`config.mk`:
```
export PLATFORM = sky130hd
export DESIGN_NAME = video_dither_out
export DESIGN_NICKNAME = d
export VERILOG_FILES = /design/src/rtl/video_dither_out.sv
export SDC_FILE = /design/constraint.sdc
export NUM_CORES = 1
export LEC_CHECK = 0
export ABC_AREA = 1
export CAP_MARGIN = 15
export CORE_MARGIN = 2
export CORE_UTILIZATION = 47
export DETAILED_ROUTE_END_ITERATION = 10
export PLACE_DENSITY = 0.78
export SKIP_CTS_REPAIR_TIMING = 1
export SLEW_MARGIN = 20
export SYNTH_ARGS = -nofsm -noshare
export SYNTH_HDL_FRONTEND = slang
export SYNTH_SLANG_ARGS = --single-unit
```
`constraint.sdc`:
```
create_clock -name video_clk_pix -period 2.4 [get_ports video_clk_pix]
set_input_delay 0.48 -clock video_clk_pix [delete_from_list [all_inputs] [get_ports video_clk_pix]]
set_output_delay 0.48 -clock video_clk_pix [all_outputs]
set_load 0.01 [all_outputs]
```
`src/rtl/video_dither_out.sv`:
```
// Output stage behind the layered video source: realigns timing to the registered colour,
// ordered-dithers COLSPC-bit colour down to OUTSPC bits and gates DE until frame lock is held.
module video_dither_out #(
    parameter int COORDSPC  = 16,
    parameter int COLSPC    = 10,
    parameter int OUTSPC    = 8,
    parameter int SRC_LAT   = 1,
    parameter int MAX_LINES = 2048
) (
    input  logic                       video_clk_pix,
    input  logic                       video_rst_n,
    input  logic                       video_enable,
    input  logic                       hsync,
    input  logic                       vsync,
    input  logic                       frame_start,
    input  logic                       line_start,
    input  logic signed [COORDSPC-1:0] sx,
    input  logic signed [COORDSPC-1:0] sy,
    input  logic        [COLSPC-1:0]   red,
    input  logic        [COLSPC-1:0]   green,
    input  logic        [COLSPC-1:0]   blue,
    input  logic                       dither_en,
    output logic        [OUTSPC-1:0]   out_red,
    output logic        [OUTSPC-1:0]   out_green,
    output logic        [OUTSPC-1:0]   out_blue,
    output logic                       out_hsync,
    output logic                       out_vsync,
    output logic                       out_de,
    output logic                       out_sof,
    output logic                       locked,
    output logic                       sync_err
);

    localparam int DROP = COLSPC - OUTSPC;
    localparam int LCW  = $clog2(MAX_LINES + 1);
    localparam int TW   = 9;
    localparam logic [LCW-1:0] LAST_LINE = LCW'(MAX_LINES - 1);

    // Standard 4x4 Bayer thresholds, indexed by {y, x}.
    localparam logic [15:0][3:0] BAYER = {
        4'd5, 4'd13, 4'd7, 4'd15,
        4'd9, 4'd1,  4'd11, 4'd3,
        4'd6, 4'd14, 4'd4, 4'd12,
        4'd10, 4'd2, 4'd8, 4'd0
    };

    generate
        if (DROP < 0 || DROP > 4) begin : g_bad_drop
            $error("video_dither_out: COLSPC-OUTSPC must be in 0..4");
        end
    endgenerate

    typedef enum logic {S_WAIT, S_RUN} state_t;

    state_t          state, state_n;
    logic [1:0]      frame_cnt, frame_n;
    logic [LCW-1:0]  line_cnt, line_n;
    logic            pix_on, lock_lost;

    logic [TW-1:0]   tap_in, tap_out;
    logic            a_en, a_hs, a_vs, a_fs, a_ls;
    logic [1:0]      a_sx, a_sy;
    logic            unused_coord_bits;

    assign tap_in = {video_enable, hsync, vsync, frame_start, line_start, sx[1:0], sy[1:0]};
    assign unused_coord_bits = ^{sx[COORDSPC-1:2], sy[COORDSPC-1:2]};

    generate
        if (SRC_LAT == 0) begin : g_no_dly
            assign tap_out = tap_in;
        end else begin : g_dly
            logic [SRC_LAT-1:0][TW-1:0] taps;
            // NOTE: the delay taps are only SRC_LAT words deep, so they are reset
            // outright; this keeps syncs and frame_start clean straight after reset.
            always_ff @(posedge video_clk_pix or negedge video_rst_n) begin
                if (!video_rst_n) begin
                    taps <= '0;
                end else begin
                    taps[0] <= tap_in;
                    for (int i = 1; i < SRC_LAT; i++) taps[i] <= taps[i-1];
                end
            end
            assign tap_out = taps[SRC_LAT-1];
        end
    endgenerate

    assign {a_en, a_hs, a_vs, a_fs, a_ls, a_sx, a_sy} = tap_out;

    function automatic logic [OUTSPC-1:0] dither_chan(input logic [COLSPC-1:0] c,
                                                      input logic [3:0]        t,
                                                      input logic              en);
        logic [COLSPC+3:0] ext;
        logic [OUTSPC-1:0] q;
        // Low 4 bits of the shifted value are the dropped fraction scaled to 4 bits.
        ext = {c, 4'b0000} >> DROP;
        q   = OUTSPC'(c >> DROP);
        if (en && (ext[3:0] > t) && (q != '1)) return q + 1'b1;
        return q;
    endfunction

    logic [1:0] bx, by;
    logic [3:0] thr;
    assign bx  = a_sx + frame_cnt;
    assign by  = a_sy + frame_cnt;
    assign thr = BAYER[{by, bx}];

    always_ff @(posedge video_clk_pix or negedge video_rst_n) begin
        if (!video_rst_n) begin
            state     <= S_WAIT;
            frame_cnt <= '0;
            line_cnt  <= '0;
        end else begin
            state     <= state_n;
            frame_cnt <= frame_n;
            line_cnt  <= line_n;
        end
    end

    // NOTE: every variable gets a default before the case so no latch is inferred.
    always_comb begin
        state_n   = state;
        frame_n   = frame_cnt;
        line_n    = line_cnt;
        pix_on    = 1'b0;
        lock_lost = 1'b0;
        case (state)
            S_WAIT: begin
                if (a_fs) begin
                    state_n = S_RUN;
                    frame_n = '0;
                    line_n  = '0;
                    pix_on  = 1'b1;
                end
            end
            S_RUN: begin
                pix_on = 1'b1;
                if (a_fs) begin
                    frame_n = frame_cnt + 2'd1;
                    line_n  = '0;
                end else if (a_ls) begin
                    if (line_cnt == LAST_LINE) begin
                        state_n   = S_WAIT;
                        lock_lost = 1'b1;
                        pix_on    = 1'b0;
                    end else begin
                        line_n = line_cnt + 1'b1;
                    end
                end
            end
            default: state_n = S_WAIT;
        endcase
    end

    always_ff @(posedge video_clk_pix or negedge video_rst_n) begin
        if (!video_rst_n) begin
            out_red   <= '0;
            out_green <= '0;
            out_blue  <= '0;
            out_hsync <= 1'b0;
            out_vsync <= 1'b0;
            out_de    <= 1'b0;
            out_sof   <= 1'b0;
            sync_err  <= 1'b0;
        end else begin
            out_hsync <= a_hs;
            out_vsync <= a_vs;
            out_de    <= pix_on & a_en;
            out_sof   <= pix_on & a_fs;
            sync_err  <= lock_lost;
            if (pix_on && a_en) begin
                out_red   <= dither_chan(red,   thr, dither_en);
                out_green <= dither_chan(green, thr, dither_en);
                out_blue  <= dither_chan(blue,  thr, dither_en);
            end else begin
                out_red   <= '0;
                out_green <= '0;
                out_blue  <= '0;
            end
        end
    end

    assign locked = (state == S_RUN);

endmodule

```
==> results.tsv <==
metric	value	unit
status	finished with violations	
failed_checks	DRC	
drc	2	
numCtsBuffers	5	
setup.worst_path.class	reg2reg	
htree_levels	2	
grt_max_degree	28	
synth-seq-area-share	42.2	%
finalCriticalPeriod	2.30	ns
synth_simple_gate_area_share	32.7	%
final_common_cell	nand2_1	
vias	2902	
first_global_vias	2746	
first_pass_iters	7	
syn_area_per_cell	7.74	um^2
gp_congestion	0.841	
clk_path_buf_depth	2	
crit_arrival	2.53	ns
skew	0.00713	ns
ir_drop	310	uV
cellLeakagePower	1.98	nW
tns	0	ns
crit_chain	ha_1, xnor2_2, ha_1, nand2_1, inv_1, o21ai_0, buf_4, a21oi_4, nand2_4, nand2_1, a21oi_1	
hpwl	5180	um
synth.mux.area_fraction	0	%
wl_per_cell	12.3	um
syn_to_final_growth	30.0	%
synth_compound_area_share	8.40	%
synthesis.nets	488	
ioPinCount	100	
netlist_instances	406	
rsz0062_at_grt	no	
start_util	48.9	%
hold_class	in2async	
grt.total_usage	19.2	%
layout_common_cells	nand2_1 (108), clkdlybuf4s50_1 (70), inv_1 (53), nand3_1 (52), dfrtp_1 (52)	
cts.root.buffer_cell	clkbuf_8	
syn_area	3140	um^2
antenna_found_initial	0	
post-route-period-util	96.0	%
hold_violations	0	
grt_overflow_total	0	
clkSinkCount	53	
ys_ff_latch	53	
synth_top_family_by_area	simple AND/OR/NAND/NOR gates	
path_clk_slew	0.09	ns
row_count	29	
power_density	566	nW/um^2
die_h	85.8	um
core_area	6420	um^2
slew_headroom	69.3	%
regToRegEndpoint	out_red[1]	
drive_gt1_share	9.26	%
reg2reg_from	frame_cnt[0]	
fin_nets	567	
grt_pass1_wl	11600	um
dieArea	7350	um^2
setup_viol_count_final	0	
clkLatencyLatePin	0.30	ns
critPathLaunchType	flop	
vias_per_cell	5.15	
cts_tree	built	
crit_required	2.62	ns
slowest_delay	0.46	ns
fmax	434	MHz
yosys.area_share.adder	4.78	%
port_buffers	71	
whs	0.0158	ns
tightest_slew	0.461	ns
synth_xor_xnor_area_share	3.07	%
slowest_stage	dfrtp_2	
synth_cell_types	31	
cap_violations	0	
setup.worst_path.end_class	flop	
yosys_warnings	0	
critPathMaxFanout	5	
ant_nets	0	
reg2reg_slack	0.1	ns
wl	6930	um
diodes	0	
drt-initial-drc-count	123	
die_x	85.8	um
reg2reg_depth	11	
slew_violations	0	
[critical path, delay by kind of cell, from the launching register on]
family	cells	cell delay, ns
AND/OR/NAND/NOR	3	0.24
AO/OA/AOI/OAI	3	0.41
adder cells (fa/ha/maj)	2	0.64
XOR/XNOR	1	0.26
buffers and inverters	2	0.21
flip-flops	1	0.46
[worst max path at each step]
stage / end / from / cells past startpoint / slack [ns]
after global routing: out_red[1] / frame_cnt[0] / 11 / 0.003
after global placement: out_green[2] / frame_cnt[0] / 11 / 0.12
after detailed placement: out_red[3] / frame_cnt[0] / 11 / 0.01
after CTS: out_red[1] / frame_cnt[0] / 11 / 0.01
final: out_red[1] / frame_cnt[0] / 11 / 0.1
after floorplan: out_blue[0] / frame_cnt[0] / 11 / 0.35
[through the flow]
| stage | utilization [%] | area [um^2] | power (mW) | instances | setup WS, ns |
|---|---|---|---|---|---|
| after floorplan | - | 3140 | 1.39 | 406 | 0.355 |
| after CTS | 62.7 | 4030 | 2.30 | 559 | 0.0146 |
| after detailed placement | 61.0 | 3920 | 1.69 | 551 | 0.0107 |
| final | 63.6 | 4080 | 2.31 | 563 | 0.0959 |
| after global routing | 63.6 | 4080 | 2.45 | 563 | 0.00281 |
| after global placement | 61.0 | 3920 | 1.67 | 551 | 0.122 |
[flip-flops by register name, summed over array words and instances (netlist names)]
signal,cells
line_cnt,12
g_dly.taps,9
out_blue,8
out_green,8
out_red,8
frame_cnt,2
locked,1
out_de,1
out_hsync,1
out_sof,1
out_vsync,1
sync_err,1
[cells in the mapped netlist, drive strengths merged]
| cell type | instances | area (um^2) |
|---|---|---|
| xnor2 | 4 | 35.0 |
| nor3 | 2 | 10.0 |
| a21boi | 1 | 11.3 |
| xor2 | 7 | 61.3 |
| o21bai | 3 | 22.5 |
| a21oi | 23 | 141 |
| clkbuf | 2 | 7.51 |
| buf | 6 | 57.6 |
| a21o | 1 | 7.51 |
| inv | 55 | 211 |
| nand4 | 17 | 125 |
| nor2 | 37 | 156 |
| dfrtp | 53 | 1330 |
| ha | 12 | 150 |
| nand2 | 115 | 459 |
| nand3b | 1 | 7.51 |
| nand3 | 53 | 270 |
| o21ai | 14 | 81.3 |
[logic make-up after synthesis]
group | count (synthesis)
xor+xnor | 11
flops | 53
buf+inv | 63
simple gates | 225
compound gates | 42
fa+ha+maj | 12
[routing by layer]
layer,up-vias,routed length [um],track usage [%]
met5,-,0,0
met4,0,83,4.76
met3,8,453,4.33
met2,79,3320,34.5
met1,1342,3070,23.3
li1,1473,-,-
[power breakdown]
| group | switching, mW | internal [mW] |
|---|---|---|
| sequential | 0.0412 | 0.968 |
| combinational | 0.380 | 0.320 |
| clock | 0.291 | 0.313 |
[final cells by class]
type | instances | area (um^2)
multi-input combinational | 292 | 1580
clock buffer | 6 | 72.6
tap | 77 | 96.3
timing repair buffer | 78 | 758
sequential | 53 | 1330
clock inverter | 2 | 38.8
fill | 547 | 2340
inverter | 55 | 211
(Power assumes the default switching activity.)
